**src/rtl/mc_sequencer_if.sv**
```systemverilog
`timescale 1ns/1ps
`default_nettype none
// ============================================================================
//  Module   : mc_sequencer_if
//  Purpose  : Bundles the IR, memory handshake, mul/div status, datapath
//             strobes and counters exchanged between the multicycle
//             sequencer and the rest of the MIPS core.
//  Revision : 1.0  initial release
// ============================================================================
interface mc_sequencer_if #(
  parameter int CNT_W = 32
);
  // Inputs to the sequencer
  logic [31:0]      instr;
  logic             imem_ready;
  logic             dmem_ready;
  logic             md_busy;

  // Requests and datapath strobes
  logic             imem_req;
  logic             dmem_req;
  logic             RegWrite;
  logic             DMwe;
  logic             PC_in;
  logic             IR_in;
  logic             A_in;
  logic             B_in;
  logic             ALUout_in;
  logic             DMout_in;
  logic             muldivWE;

  // Status and counters
  logic [3:0]       state;
  logic             retire;
  logic [CNT_W-1:0] instret;
  logic [CNT_W-1:0] stall_cnt;

  // Sequencer side
  modport master (
    input  instr, imem_ready, dmem_ready, md_busy,
    output imem_req, dmem_req, RegWrite, DMwe, PC_in, IR_in, A_in, B_in,
           ALUout_in, DMout_in, muldivWE, state, retire, instret, stall_cnt
  );

  // Datapath / memory side
  modport slave (
    output instr, imem_ready, dmem_ready, md_busy,
    input  imem_req, dmem_req, RegWrite, DMwe, PC_in, IR_in, A_in, B_in,
           ALUout_in, DMout_in, muldivWE, state, retire, instret, stall_cnt
  );
endinterface
`default_nettype wire

```
**src/rtl/mc_sequencer.sv**
```systemverilog
`timescale 1ns/1ps
`default_nettype none
// ============================================================================
//  Module   : mc_sequencer
//  Purpose  : Parametrised multicycle state sequencer for the MIPS core.
//             Walks Fetch/Decode/MA/MR/MemWB/MW/Exe/WB/Branch/Jmp, with
//             optional imem/dmem ready handshakes, a mul/div busy stall,
//             an optional HI/LO read interlock, and retire/stall counters.
//             Drives every register-load and write strobe of the datapath;
//             ALU/MUX/extension selects remain in the combinational decode.
//  Revision : 1.0  initial release
// ============================================================================
module mc_sequencer #(
  parameter int IMEM_HS        = 0,  // 1: FETCH waits for imem_ready
  parameter int DMEM_HS        = 0,  // 1: MR/MW wait for dmem_ready
  parameter int HILO_INTERLOCK = 1,  // 1: mfhi/mflo stall while md_busy
  parameter int CNT_W          = 32  // width of instret / stall_cnt
) (
  input  wire logic       clk,
  input  wire logic       reset,
  mc_sequencer_if.master  bus
);

  // --------------------------------------------------------------------------
  // Constants
  // --------------------------------------------------------------------------
  localparam logic c_imem_hs  = (IMEM_HS != 0);
  localparam logic c_dmem_hs  = (DMEM_HS != 0);
  localparam logic c_hilo_il  = (HILO_INTERLOCK != 0);

  typedef enum logic [3:0] {
    S_FETCH  = 4'd0,
    S_DECODE = 4'd1,
    S_MA     = 4'd2,
    S_MR     = 4'd3,
    S_MEMWB  = 4'd4,
    S_MW     = 4'd5,
    S_EXE    = 4'd6,
    S_WB     = 4'd7,
    S_BRANCH = 4'd8,
    S_JMP    = 4'd9
  } state_t;

  // --------------------------------------------------------------------------
  // Registers and wires
  // --------------------------------------------------------------------------
  state_t           r_state;
  state_t           w_next;
  logic [CNT_W-1:0] r_instret;
  logic [CNT_W-1:0] r_stall_cnt;

  logic [5:0]       w_op;
  logic [5:0]       w_fn;
  logic [4:0]       w_rt;
  logic             w_load;
  logic             w_store;
  logic             w_branch;
  logic             w_jump;
  logic             w_link;
  logic             w_mdw;
  logic             w_hilo;
  logic             w_unused_instr;

  logic             w_fetch_done;
  logic             w_dmem_done;
  logic             w_md_stall;

  // Ungated strobes produced by the FSM; reset masking happens at the ports
  logic             w_imem_req;
  logic             w_dmem_req;
  logic             w_reg_write;
  logic             w_dm_we;
  logic             w_ir_in;
  logic             w_ab_in;
  logic             w_aluout_in;
  logic             w_dmout_in;
  logic             w_muldiv_we;
  logic             w_retire;
  logic             w_wait;

  // --------------------------------------------------------------------------
  // Instruction class decode
  // --------------------------------------------------------------------------
  assign w_op = bus.instr[31:26];
  assign w_fn = bus.instr[5:0];
  assign w_rt = bus.instr[20:16];

  // rs, rd, shamt and immediate bits do not influence sequencing
  assign w_unused_instr = ^{bus.instr[25:21], bus.instr[15:6]};

  assign w_load   = w_op inside {6'b100000, 6'b100001, 6'b100011,
                                 6'b100100, 6'b100101};
  assign w_store  = w_op inside {6'b101000, 6'b101001, 6'b101011};

  // beq/bne/blez/bgtz, plus REGIMM bltz/bgez only (the link forms are not
  // branches here and fall through to the EXE path)
  assign w_branch = (w_op[5:2] == 4'b0001) ||
                    ((w_op == 6'b000001) && ((w_rt == 5'b00000) ||
                                             (w_rt == 5'b00001)));

  assign w_jump   = (w_op == 6'b000010) || (w_op == 6'b000011) ||
                    ((w_op == 6'b000000) && ((w_fn == 6'b001000) ||
                                             (w_fn == 6'b001001)));

  assign w_link   = (w_op == 6'b000011) ||
                    ((w_op == 6'b000000) && (w_fn == 6'b001001));

  // mult/multu/div/divu and mthi/mtlo write the HI/LO unit
  assign w_mdw    = (w_op == 6'b000000) &&
                    ((w_fn[5:2] == 4'b0110) || (w_fn == 6'b010001) ||
                     (w_fn == 6'b010011));

  // mfhi/mflo read the HI/LO unit
  assign w_hilo   = (w_op == 6'b000000) &&
                    ((w_fn == 6'b010000) || (w_fn == 6'b010010));

  // --------------------------------------------------------------------------
  // Completion and stall qualifiers
  // --------------------------------------------------------------------------
  // Without a handshake the access always completes in its first cycle and
  // the ready input is don't-care.
  assign w_fetch_done = !c_imem_hs || bus.imem_ready;
  assign w_dmem_done  = !c_dmem_hs || bus.dmem_ready;
  assign w_md_stall   = bus.md_busy && (w_mdw || (w_hilo && c_hilo_il));

  // State register
  always_ff @(posedge clk) begin
    if (reset) begin
      r_state <= S_FETCH;
    end else begin
      r_state <= w_next;
    end
  end

  // Next-state and strobe decode from the current state and inputs
  always_comb begin
    w_next      = r_state;
    w_imem_req  = 1'b0;
    w_dmem_req  = 1'b0;
    w_reg_write = 1'b0;
    w_dm_we     = 1'b0;
    w_ir_in     = 1'b0;
    w_ab_in     = 1'b0;
    w_aluout_in = 1'b0;
    w_dmout_in  = 1'b0;
    w_muldiv_we = 1'b0;
    w_retire    = 1'b0;
    w_wait      = 1'b0;

    case (r_state)
      S_FETCH: begin
        w_imem_req = c_imem_hs;
        w_ir_in    = w_fetch_done;
        w_wait     = !w_fetch_done;
        if (w_fetch_done) begin
          w_next = S_DECODE;
        end
      end

      S_DECODE: begin
        w_ab_in = 1'b1;
        if (w_load || w_store) begin
          w_next = S_MA;
        end else if (w_branch) begin
          w_next = S_BRANCH;
        end else if (w_jump) begin
          w_next = S_JMP;
        end else begin
          w_next = S_EXE;
        end
      end

      S_MA: begin
        w_aluout_in = 1'b1;
        w_next      = w_load ? S_MR : S_MW;
      end

      S_MR: begin
        w_dmem_req = c_dmem_hs;
        w_dmout_in = w_dmem_done;
        w_wait     = !w_dmem_done;
        if (w_dmem_done) begin
          w_next = S_MEMWB;
        end
      end

      S_MEMWB: begin
        w_reg_write = 1'b1;
        w_retire    = 1'b1;
        w_next      = S_FETCH;
      end

      S_MW: begin
        // Write enable stays up through the wait; memory commits on ready
        w_dmem_req = c_dmem_hs;
        w_dm_we    = 1'b1;
        w_retire   = w_dmem_done;
        w_wait     = !w_dmem_done;
        if (w_dmem_done) begin
          w_next = S_FETCH;
        end
      end

      S_EXE: begin
        w_aluout_in = !w_md_stall;
        w_muldiv_we = w_mdw && !w_md_stall;
        w_wait      = w_md_stall;
        if (!w_md_stall) begin
          w_next = S_WB;
        end
      end

      S_WB: begin
        // HI/LO writers have no GPR destination
        w_reg_write = !w_mdw;
        w_retire    = 1'b1;
        w_next      = S_FETCH;
      end

      S_BRANCH: begin
        w_retire = 1'b1;
        w_next   = S_FETCH;
      end

      S_JMP: begin
        w_reg_write = w_link;
        w_retire    = 1'b1;
        w_next      = S_FETCH;
      end

      default: begin
        // Unused encodings recover to FETCH without emitting any strobe
        w_next = S_FETCH;
      end
    endcase
  end

  // Retired-instruction and wait-cycle counters, both wrapping
  always_ff @(posedge clk) begin
    if (reset) begin
      r_instret   <= '0;
      r_stall_cnt <= '0;
    end else begin
      if (w_retire) begin
        r_instret <= r_instret + CNT_W'(1);
      end
      if (w_wait) begin
        r_stall_cnt <= r_stall_cnt + CNT_W'(1);
      end
    end
  end

  // --------------------------------------------------------------------------
  // Outputs: reset masks every strobe, so an abandoned access leaves no trace
  // --------------------------------------------------------------------------
  assign bus.imem_req  = !reset && w_imem_req;
  assign bus.dmem_req  = !reset && w_dmem_req;
  assign bus.RegWrite  = !reset && w_reg_write;
  assign bus.DMwe      = !reset && w_dm_we;
  assign bus.PC_in     = !reset && w_retire;
  assign bus.IR_in     = !reset && w_ir_in;
  assign bus.A_in      = !reset && w_ab_in;
  assign bus.B_in      = !reset && w_ab_in;
  assign bus.ALUout_in = !reset && w_aluout_in;
  assign bus.DMout_in  = !reset && w_dmout_in;
  assign bus.muldivWE  = !reset && w_muldiv_we;
  assign bus.retire    = !reset && w_retire;
  assign bus.state     = r_state;
  assign bus.instret   = r_instret;
  assign bus.stall_cnt = r_stall_cnt;

endmodule
`default_nettype wire
```
**src/flat_wrapper.sv**
```systemverilog
// flat-port wrapper written by rule: the top's interface ports become plain ports
module mc_sequencer_flat 
#(
  parameter int IMEM_HS        = 0,                                  
  parameter int DMEM_HS        = 0,                                 
  parameter int HILO_INTERLOCK = 1,                                     
  parameter int CNT_W          = 32                                 
)
  (clk, reset, bus_instr, bus_imem_ready, bus_dmem_ready, bus_md_busy, bus_imem_req, bus_dmem_req, bus_RegWrite, bus_DMwe, bus_PC_in, bus_IR_in, bus_A_in, bus_B_in, bus_ALUout_in, bus_DMout_in, bus_muldivWE, bus_state, bus_retire, bus_instret, bus_stall_cnt);
  mc_sequencer_if #(.CNT_W(CNT_W)) bus_i ();
  input  wire logic clk;
  input  wire logic reset;
  input wire logic [$bits(bus_i.instr)-1:0] bus_instr;
  input wire logic [$bits(bus_i.imem_ready)-1:0] bus_imem_ready;
  input wire logic [$bits(bus_i.dmem_ready)-1:0] bus_dmem_ready;
  input wire logic [$bits(bus_i.md_busy)-1:0] bus_md_busy;
  output wire logic [$bits(bus_i.imem_req)-1:0] bus_imem_req;
  output wire logic [$bits(bus_i.dmem_req)-1:0] bus_dmem_req;
  output wire logic [$bits(bus_i.RegWrite)-1:0] bus_RegWrite;
  output wire logic [$bits(bus_i.DMwe)-1:0] bus_DMwe;
  output wire logic [$bits(bus_i.PC_in)-1:0] bus_PC_in;
  output wire logic [$bits(bus_i.IR_in)-1:0] bus_IR_in;
  output wire logic [$bits(bus_i.A_in)-1:0] bus_A_in;
  output wire logic [$bits(bus_i.B_in)-1:0] bus_B_in;
  output wire logic [$bits(bus_i.ALUout_in)-1:0] bus_ALUout_in;
  output wire logic [$bits(bus_i.DMout_in)-1:0] bus_DMout_in;
  output wire logic [$bits(bus_i.muldivWE)-1:0] bus_muldivWE;
  output wire logic [$bits(bus_i.state)-1:0] bus_state;
  output wire logic [$bits(bus_i.retire)-1:0] bus_retire;
  output wire logic [$bits(bus_i.instret)-1:0] bus_instret;
  output wire logic [$bits(bus_i.stall_cnt)-1:0] bus_stall_cnt;
  assign bus_i.instr = bus_instr;
  assign bus_i.imem_ready = bus_imem_ready;
  assign bus_i.dmem_ready = bus_dmem_ready;
  assign bus_i.md_busy = bus_md_busy;
  assign bus_imem_req = bus_i.imem_req;
  assign bus_dmem_req = bus_i.dmem_req;
  assign bus_RegWrite = bus_i.RegWrite;
  assign bus_DMwe = bus_i.DMwe;
  assign bus_PC_in = bus_i.PC_in;
  assign bus_IR_in = bus_i.IR_in;
  assign bus_A_in = bus_i.A_in;
  assign bus_B_in = bus_i.B_in;
  assign bus_ALUout_in = bus_i.ALUout_in;
  assign bus_DMout_in = bus_i.DMout_in;
  assign bus_muldivWE = bus_i.muldivWE;
  assign bus_state = bus_i.state;
  assign bus_retire = bus_i.retire;
  assign bus_instret = bus_i.instret;
  assign bus_stall_cnt = bus_i.stall_cnt;
  mc_sequencer #(.IMEM_HS(IMEM_HS), .DMEM_HS(DMEM_HS), .HILO_INTERLOCK(HILO_INTERLOCK), .CNT_W(CNT_W)) u_core (.clk(clk), .reset(reset), .bus(bus_i));
endmodule
```
**config.mk**
```make
export PLATFORM = sky130hd
export DESIGN_NAME = mc_sequencer_flat
export DESIGN_NICKNAME = d
export VERILOG_FILES = /design/src/rtl/mc_sequencer_if.sv /design/src/rtl/mc_sequencer.sv /design/src/flat_wrapper.sv
export SDC_FILE = /design/constraint.sdc
export NUM_CORES = 1
export LEC_CHECK = 0
export BUFFER_PORTS_ARGS = -buffer_cell sky130_fd_sc_hd__buf_2
export CELL_PAD_IN_SITES_DETAIL_PLACEMENT = 0
export CELL_PAD_IN_SITES_GLOBAL_PLACEMENT = 2
export CORE_MARGIN = 1
export CORE_UTILIZATION = 30
export DETAILED_ROUTE_END_ITERATION = 10
export GPL_ROUTABILITY_DRIVEN = 0
export PLACE_DENSITY_LB_ADDON = 0.1
export SYNTH_ARGS = -nofsm -noshare
export SYNTH_HDL_FRONTEND = slang
export SYNTH_SLANG_ARGS = --single-unit
export TNS_END_PERCENT = 1
```
**constraint.sdc**
```tcl
create_clock -name clk -period 4.7 [get_ports clk]
set_input_delay 0.47 -clock clk [delete_from_list [all_inputs] [get_ports clk]]
set_output_delay 0.47 -clock clk [all_outputs]
set_load 0.005 [all_outputs]
```
== Word level (Yosys, flattened, before mapping) ==
Cells that the tools add are included.
Widths: inputs -> output; s select.

* Latch bits: 0
* Bits of input ports: 37
* Memories kept: 0
* Output and inout bits: 80
* Bits in writable memories: 0
* Register bits: 68
* Memory bits (read-only): 0

* Muxes and demuxes: 15
* $mul: 0
* Add/subtract/negate cells: 2
* Divide/modulo/power cells: 0
* Equality and inequality tests: 30
* Order comparisons: 0
* Reduce and logical (&&, ||, !) cells: 35
* Shift operators: 0
* Bitwise gates (word level): 0

{| class="wikitable"
|+ Operators with widths
! kind !! number
|-
| $add 32x1->32 const B || 2
|-
| $eq 6x6->1 const B || 8
|-
| $eq 6x5->1 const B || 4
|-
| $eq 4x3->1 const B || 5
|-
| $pmux 4 s5 || 1
|-
| $mux 4 || 4
|-
| $logic_and 1x1->1 || 15
|-
| $eq 6x2->1 const B || 2
|-
| $eq 6x4->1 const B || 2
|-
| $logic_or 1x1->1 || 11
|-
| $eq 4x1->1 const B || 2
|-
| $eq 4x2->1 const B || 2
|-
| $eq 4x4->1 const B || 2
|-
| $mux 1 || 7
|-
| $eq 6x1->1 const B || 1
|-
| $logic_not 6->1 || 1
|-
| $eq 5x1->1 const B || 1
|-
| $logic_not 5->1 || 1
|-
| $reduce_bool 5->1 || 1
|-
| $reduce_or 5->1 || 1
|-
| $logic_not 4->1 || 1
|-
| $logic_not 1->1 || 3
|-
| $mux 3 || 1
|-
| $pmux 1 s3 || 1
|-
| 3 further kinds || 3
|}

== Logic depth before layout (Yosys ltp) ==
Gate-level depths: netlist (run 1).

* Depth in word-level cells: 10
* Depth in mapped cells: 8

== Worst setup path before layout (run 1) ==
No wires, ideal clock.

* Path kind: input to register
* From: input port bus_instr[26]
* To: register u_core.r_stall_cnt[14], in the netlist u_core.bus.stall_cnt[14]
* Slack: 2.452 ns
* Required time: 4.630 ns
* Stages: 6
* Setup time: 0.070 ns
* Buffers on the path: 1
* Arrival: 2.177 ns
* Path through: nor3_1 -> nand4b_4 -> or3_1 -> buf_2 -> or4_1 -> a21oi_1

* Longest elaborated chain between the ends: 5

{| class="wikitable"
|+ RTL lines
! element !! RTL line !! source
|-
| start: declaration || flat_wrapper.sv:13 || <nowiki>input wire logic [$bits(bus_i.instr)-1:0] bus_instr;</nowiki>
|-
| $logic_not 6->1 * || mc_sequencer.sv:109, mc_sequencer.sv:114 ||
|-
| $logic_and 1x1->1 (on tied branches) || mc_sequencer.sv:109, mc_sequencer.sv:114 ||
|-
| $logic_or 1x1->1 * || mc_sequencer.sv:124 || <nowiki>assign w_md_stall = bus.md_busy && (w_mdw || (w_hilo && c_hilo_il));</nowiki>
|-
| $logic_and 1x1->1 * || mc_sequencer.sv:124 ||
|-
| $mux 1 * || mc_sequencer.sv:150 || <nowiki>case (r_state)</nowiki>
|-
| end signal: assignment || mc_sequencer.sv:248 || <nowiki>r_stall_cnt <= r_stall_cnt + CNT_W'(1);</nowiki>
|-
| end: declaration || mc_sequencer.sv:50 || <nowiki>logic [CNT_W-1:0] r_stall_cnt;</nowiki>
|}

Every way passes the cells marked *; elsewhere a longest branch is shown, timed or not.
A chain may end at the register's enable or synchronous reset.

== Final worst setup path (run 1) ==
* From: register u_core.r_state[2], in the netlist u_core.bus.state[2]
* To: register u_core.r_stall_cnt[14], in the netlist u_core.bus.stall_cnt[14]

* Longest elaborated chain between the ends: 2

{| class="wikitable"
|+ RTL lines
! element !! RTL line !! source
|-
| start: declaration || mc_sequencer.sv:47 || <nowiki>state_t r_state;</nowiki>
|-
| start signal: assignment || mc_sequencer.sv:131 || <nowiki>r_state <= w_next;</nowiki>
|-
| $eq 4x3->1 || mc_sequencer.sv:150 ||
|-
| $mux 1 || mc_sequencer.sv:150 ||
|}

No other way between the ends.

==> results of run 1 <==
[worst min-delay path, delay by kind of cell (launching register included)]
family         cells  cell delay, ps
flip-flops         1             310
AO/OA/AOI/OAI      2             130
[path summary, 6_finish.rpt]
kind                           from                        to  slack (ps)  cells past startpoint
max             u_core.bus.state[2]  u_core.bus.stall_cnt[14]        2090                      5
min          u_core.bus.instret[31]    u_core.bus.instret[31]         480                      2
max reg2reg     u_core.bus.state[2]  u_core.bus.stall_cnt[14]        2090                      5
min reg2reg  u_core.bus.instret[31]    u_core.bus.instret[31]         480                      2
[final cells by class]
class / instances / area [um^2] / share of cell area (%)
Multi-Input combinational cell: 338 / 2047 / 46.31
Sequential cell: 68 / 1361 / 30.80
Timing Repair Buffer: 100 / 510.5 / 11.55
Clock buffer: 13 / 250.2 / 5.661
Tap cell: 143 / 178.9 / 4.048
Inverter: 10 / 37.54 / 0.8491
Clock inverter: 2 / 35.03 / 0.7925
[state kept, by name, summed over array words and instances (netlist names)]
name	flops
u_core.bus.stall_cnt	32
u_core.bus.state	4
u_core.bus.instret	32
[kinds of logic (layout without fill, tap and decap cells)]
| kind of cell | after synthesis | in the layout |
|---|---|---|
| other | 1 | 2 |
| AOI/OAI and AO/OA | 48 | 48 |
| xor gates and xnor gates | 44 | 44 |
| and+or+nand+nor | 239 | 239 |
| muxes | 3 | 3 |
| DFF | 68 | 68 |
| adders and majority gates | 2 | 2 |
| buffers and inverters | 40 | 125 |
[where the power goes]
group	switching, mW	internal, mW	leakage, nW	total [mW]
logic	0.0758	0.0591	1.06	0.135
clock network	0.234	0.422	0.140	0.656
registers	0.0267	0.587	0.548	0.614
[stage by stage]
stage / instance area (um^2) / instances / power, mW / utilization (%)
2_1_floorplan: 3581 / 446 / 0.7113 / -
3_5_place_dp: 4135 / 659 / 0.7624 / 35.91
6_report: 4420 / 674 / 1.405 / 38.39
5_1_grt: 4420 / 674 / 1.471 / 38.39
4_1_cts: 4420 / 674 / 1.432 / 38.39
3_3_place_gp: 4135 / 659 / 0.7628 / 35.91
[per-layer routing]
metal / track usage, % / part of all wire [%] / routed length (um)
met1: 23.11 / 51 / 5018
met2: 24.88 / 43 / 4215
met3: 2.734 / 4.4 / 428
met4: 7.027 / 1.1 / 110
met5: 0 / 0 / 0
[synthesized netlist by cell type, types with 2 or more instances]
cell type	number
sky130_fd_sc_hd__and3_1	10
sky130_fd_sc_hd__o22ai_1	5
sky130_fd_sc_hd__a31o_2	2
sky130_fd_sc_hd__and4_1	7
sky130_fd_sc_hd__buf_4	5
sky130_fd_sc_hd__nor2b_1	6
sky130_fd_sc_hd__mux2_2	2
sky130_fd_sc_hd__nand3b_1	3
sky130_fd_sc_hd__clkbuf_1	21
sky130_fd_sc_hd__nor3_1	16
sky130_fd_sc_hd__nor3b_1	4
sky130_fd_sc_hd__and2_1	4
sky130_fd_sc_hd__or4_1	10
sky130_fd_sc_hd__or3_1	8
sky130_fd_sc_hd__inv_1	10
sky130_fd_sc_hd__o31ai_1	7
sky130_fd_sc_hd__o21ai_0	8
sky130_fd_sc_hd__nand2b_1	2
sky130_fd_sc_hd__a21oi_1	20
sky130_fd_sc_hd__nand3_1	26
sky130_fd_sc_hd__nor4_1	14
sky130_fd_sc_hd__nand4_1	31
sky130_fd_sc_hd__xnor2_1	23
sky130_fd_sc_hd__nand2_1	27
sky130_fd_sc_hd__ha_1	2
sky130_fd_sc_hd__xor2_1	21
sky130_fd_sc_hd__dfxtp_1	68
sky130_fd_sc_hd__buf_2	3
sky130_fd_sc_hd__nor2_1	63
sky130_fd_sc_hd__a31oi_1	3
==> results.ini, run 1 <==
[cells_and_area]
layout.cells.most_common=sky130_fd_sc_hd__buf_2
syn_to_final_growth_pct=23.57
fill_cells=1219
final_net_count=566
mostFrequentLayoutCells=96 x sky130_fd_sc_hd__buf_2, 68 x sky130_fd_sc_hd__dfxtp_1, 63 x sky130_fd_sc_hd__nor2_1
antenna-diode-count=0
share_of_layout_cells_above_drive_strength_1_pct=22.60

[min_path]
hold_class=flip-flop to flip-flop

[clock_network]
cts.path.max_buffers=2
worst_skew_pair.late_latency_ps=330
cts_tree=built
clock-sinks=68
clk_tree_root_cell=sky130_fd_sc_hd__clkbuf_16
clk_pin_slew_ps=50
htree_num_levels=3
postCtsSetupRepairBufs=0
cts_made_buffers=9
cts-hold-fix-buffers=0
cts_repair_resize_count=0

[timing]
setup-violations-final=0
clock_skew_ps=5.736
min_period_ps=2607
report.final.slew_viol_count=0
finalCritPeriodShare_pct=55.47
layout_setup_ws_ps=2093
slew_headroom_pct=47.77
worst-slew-pin-transition_ps=783.4
tns_ps=0
fmaxAchievable_mhz=383.5
final_hold_viol_count=0
grt_setup_unrepaired=false
whs_ps=484.9

[yosys]
netlist_top_cells_area=sky130_fd_sc_hd__dfxtp_1 38%, sky130_fd_sc_hd__nor2_1 6.6%, sky130_fd_sc_hd__xnor2_1 5.6%, sky130_fd_sc_hd__nand4_1 5.4%, sky130_fd_sc_hd__xor2_1 5.1%
synth-async-reset-ratio_pct=0
synth-edff-count=0
xor_xnor_cell_area_share_of_the_yosys_netlist_pct=10.77
synthDominantAreaCellType=sky130_fd_sc_hd__dfxtp_1
postSynthCellCount=445
netlist.area_leader.share_pct=38.06
yosys.area_share.adder_pct=0.6995
synthSimpleGateAreaFrac_pct=36.59
avgSynthCellArea_um2=8.039
synthesized_area_fraction_occupied_by_ao_oa_aoi_and_oai_cells_pct=8.045
dominantRegCellSynth=sky130_fd_sc_hd__dfxtp_1
register_bit_total_from_synthesis=68
yosysSeqAreaShare_pct=38.06
synth_top_family_by_area=simple AND/OR/NAND/NOR gates
cell_area_after_synthesis_um2=3577
yosys_warnings=0
muxShareOfSynthArea_pct=0.9094
synth_cell_types=44

[route]
drt_first_pass_iters=7
num_vias=3476
route.antenna.remaining_nets=0
drc=14
wl_um=9773
starting_drt_drc_count=187
routed_via_density=5.157
wl_per_cell_um=14.50

[outcome]
failing_checks=DRC
status=finished with violations

[floorplanning]
die_y_um=111.2
design.portCount=117
initial_utilization_pct=31.06
die-width_um=111.2
core_um2=11520
core.rowCount=39
die_area_um2=12360

[placed_design]
buffer_ports.inserted=96
dp_hpwl_um=6695
preCtsSetupSlack_ps=1788

[worst_setup_path]
crit_path_frequent_cell=sky130_fd_sc_hd__or3_1
crit_path_end_kind=flip-flop
cp_top_family=simple AND/OR/NAND/NOR gates
cp_data_arrival_time_ps=2850
crit_buf_inv=0
critical_path.cell_chain=nand2_1 -> or3_1 -> or3_1 -> or4_1 -> a21oi_1
worst-setup-path-type=flip-flop to flip-flop
cp_slowest_stage_delay_ps=630
timing.critical_path.from_type=flip-flop
cpMaxStageDelayCell=sky130_fd_sc_hd__dfxtp_1
cp_data_required_time_ps=4950
timing.critical_path.fanout_max=15

[global_route]
grt_max_degree=69
grt_first_pass_wirelength_um=16660
groute.usage.overall_pct=16.50
antenna_found_initial=0
globalRouteOverflowTotal=0
grt_pass1_vias=3340

[power]
worst_ir_drop_vdd_mv=0.1521
power_per_cell_area_nw_per_um2=317.8
power.leakage_nw=1.749

[run]
maxCapViolations=0

Power figures use the tool's default switching activity.
==> run 2, diff against run 1 <==
- ABC_AREA: unset -> 1
- CORE_UTILIZATION: 30 -> 24
- clock period: 4.7 -> 2.1 ns (I/O delays scaled with it)
==> run 2 against run 1 <==
- the run still ends with DRC left
- via count rose by 42%
- sequential power rose by 120%
- register-to-register slack got worse by 1800 ps
- power rose by 140%
- clock power rose by 110%
- synthesized cell count rose by 76%
- clock skew rose by 2.7 ps
- largest cell class unchanged
- largest power group unchanged
==> results.ini, run 2 <==
[power]
power_frac_seq_pct=41.3
worst_ir_drop_vdd_mv=0.3530
power.leakage_nw=2.272
power_per_cell_area_nw_per_um2=601.1
switching_power_mw=0.9762
sw_share_pct=29.40
p_comb_share_pct=17.0
internal-power_mw=2.344
clock_power_share_pct=41.6

[worst_setup_path]
cp_slowest_stage_delay_ps=440
endpoint_of_the_lowest_slack_register_to_register_path=u_core.bus.instret[28]
timing.critical_path.fanout_max=6
timing.critical_path.from_type=flip-flop
critical_path.cell_chain=nand2_2 -> nand2_1 -> nand2_2 -> inv_1 -> buf_4 -> nor2_1 -> buf_2
cp_data_arrival_time_ps=1710
crit_path_frequent_cell=sky130_fd_sc_hd__nand2_2
cpMaxStageDelayCell=sky130_fd_sc_hd__dfxtp_1
worst-r2r-setup-slack_ps=320
worst-setup-path-type=flip-flop to output pin
crit_buf_inv=3
r2r.worst_path.cells=9
cp_top_family=buffers and inverters
rr_startpoint=u_core.bus.instret[0]
crit_path_end_kind=output pin
cp_data_required_time_ps=1890

[cells_and_area]
layout.cell_area.non_filler_um2=5524
mostFrequentLayoutCells=278 x sky130_fd_sc_hd__nand2_1, 140 x sky130_fd_sc_hd__nor2_1, 96 x sky130_fd_sc_hd__buf_2
final_net_count=922
syn_to_final_growth_pct=22.23
antenna-diode-count=0
fill_cells=2104
layout.cells.most_common=sky130_fd_sc_hd__nand2_1
share_of_layout_cells_above_drive_strength_1_pct=17.95

[timing]
setup-violations-final=0
layout_setup_ws_ps=182.2
clock_skew_ps=8.479
finalCritPeriodShare_pct=91.32
fmaxAchievable_mhz=521.4
grt_setup_unrepaired=false
report.final.slew_viol_count=0
tns_ps=0
min_period_ps=1918
final_hold_viol_count=0

[outcome]
failing_checks=DRC
status=finished with violations

[global_route]
groute.usage.overall_pct=16.22
antenna_found_initial=0
globalRouteOverflowTotal=0
grt_pass1_vias=4720
grt_first_pass_wirelength_um=24830
grt_max_degree=30

[yosys]
postSynthCellCount=781
yosys.area_share.adder_pct=0.5537
xor_xnor_cell_area_share_of_the_yosys_netlist_pct=2.519
netlist.area_leader.share_pct=30.12
dominantRegCellSynth=sky130_fd_sc_hd__dfxtp_1
synth_cell_types=33
yosysSeqAreaShare_pct=30.12
yosys_warnings=0
synth-async-reset-ratio_pct=0
synthesized_area_fraction_occupied_by_ao_oa_aoi_and_oai_cells_pct=8.970
yosysMostFrequentCell=sky130_fd_sc_hd__nand2_1
synth-edff-count=0
muxShareOfSynthArea_pct=0
register_bit_total_from_synthesis=68
post_synth_most_frequent_cells=278 x sky130_fd_sc_hd__nand2_1, 140 x sky130_fd_sc_hd__nor2_1, 86 x sky130_fd_sc_hd__inv_1, 68 x sky130_fd_sc_hd__dfxtp_1, 47 x sky130_fd_sc_hd__nand3_1
synthSimpleGateAreaFrac_pct=47.09
synth_top_family_by_area=simple AND/OR/NAND/NOR gates
synthDominantAreaCellType=sky130_fd_sc_hd__dfxtp_1
cell_area_after_synthesis_um2=4519
netlist_top_cells_area=sky130_fd_sc_hd__dfxtp_1 30%, sky130_fd_sc_hd__nand2_1 23%, sky130_fd_sc_hd__nor2_1 12%, sky130_fd_sc_hd__inv_1 7.1%, sky130_fd_sc_hd__nand3_1 5.2%
avgSynthCellArea_um2=5.787

[min_path]
hold_class=input port to flip-flop
worstHoldStart=reset
worstHoldPathCells=2
worst_hold_path.endpoint=u_core.bus.state[2]

[floorplanning]
die_area_um2=19380
core_um2=18210
die-width_um=139.2
die_y_um=139.2
core.rowCount=49
initial_utilization_pct=24.82
design.portCount=117

[clock_network]
htree_num_levels=3
cts.path.max_buffers=2
cts_tree=built
worst_skew_pair.late_latency_ps=330
clock-sinks=68
cts_made_buffers=9
cts_repair_resize_count=0
postCtsSetupRepairBufs=0
clk_tree_root_cell=sky130_fd_sc_hd__clkbuf_16
clk_pin_slew_ps=60
cts-hold-fix-buffers=0

[route]
wl_per_cell_um=13.63
routed_via_density=4.439
drc=3
route.antenna.remaining_nets=0
num_vias=4949
wl_um=15190
drt_first_pass_iters=8
starting_drt_drc_count=248

[run]
maxCapViolations=0

[placed_design]
placed_cell_areas_um2=5266
preCtsSetupSlack_ps=341.0
buffer_ports.inserted=96
dp_hpwl_um=12060

-- run 2: changes by cell type in the layout (fill, tap and decap cells not counted), sizes merged, moves of 13 or more --
cell	delta
nand2	+254
nor2	+92
inv	+80
a21oi	+29
nand3	+22
nand4	-19
xnor2	-18
nor4	-14
xor2	-13
-- run 2: worst max-delay path by stage --
stage | cells after the start | startpoint | to | slack (ps)
6_report | 7 | u_core.bus.state[1] | bus_PC_in | 180
5_1_grt | 8 | u_core.bus.state[2] | bus_retire | 40
3_5_place_dp | 9 | u_core.bus.instret[0] | u_core.bus.instret[28] | 340
2_1_floorplan | 8 | u_core.bus.instret[0] | u_core.bus.instret[18] | 630
3_3_place_gp | 9 | u_core.bus.instret[0] | u_core.bus.instret[28] | 360
4_1_cts | 8 | u_core.bus.state[2] | bus_PC_in | 130
-- run 2: area by class of cell --
type                       instances  area, um^2  share of cell area (%)
clock buffer                      11       242.7                   4.394
clock inverter                     3       15.01                  0.2718
inverter                          90       337.8                   6.116
multi-input combinational        602        2680                   48.52
sequential                        68        1361                   24.64
tap                              229       286.5                   5.187
timing repair buffer             112       600.6                   10.87
-- run 2: kinds of logic after synthesis --
| kind of cell | count (synthesis) |
|---|---|
| AO/OA/AOI/OAI | 72 |
| XOR/XNOR | 13 |
| adder cells (fa/ha/maj) | 2 |
| buffers and inverters | 112 |
| flip-flops | 68 |
| other | 1 |
| AND/OR/NAND/NOR | 513 |
-- run 2: per-layer routing --
layer / track usage [%] / part of all wire (%) / up-vias
li1: - / - / 2623
met1: 23.46 / 54 / 2205
met2: 23.96 / 41 / 111
met3: 2.994 / 4.4 / 10
met4: 5.263 / 0.95 / 0
met5: 0 / 0 / -
-- run 2: per-stage QoR --
stage / cells / hold slack [ps] / total power, mW / util (%)
3_3_place_gp: 1101 / 478.0 / 1.973 / 28.92
5_1_grt: 1115 / 192.5 / 3.512 / 30.34
2_1_floorplan: 782 / 455.3 / 1.743 / -
3_5_place_dp: 1101 / 472.1 / 1.979 / 28.92
4_1_cts: 1115 / 157.9 / 3.395 / 30.34
6_report: 1115 / 171.9 / 3.320 / 30.34
-- run 2: power groups by stage --
stage               combinational, mW  clock (mW)  sequential [mW]
floorplan                       0.349           0             1.39
global route                    0.642        1.49             1.38
global placement                0.576           0             1.40
finish                          0.565        1.38             1.37
CTS                             0.580        1.44             1.37
detailed placement              0.578           0             1.40
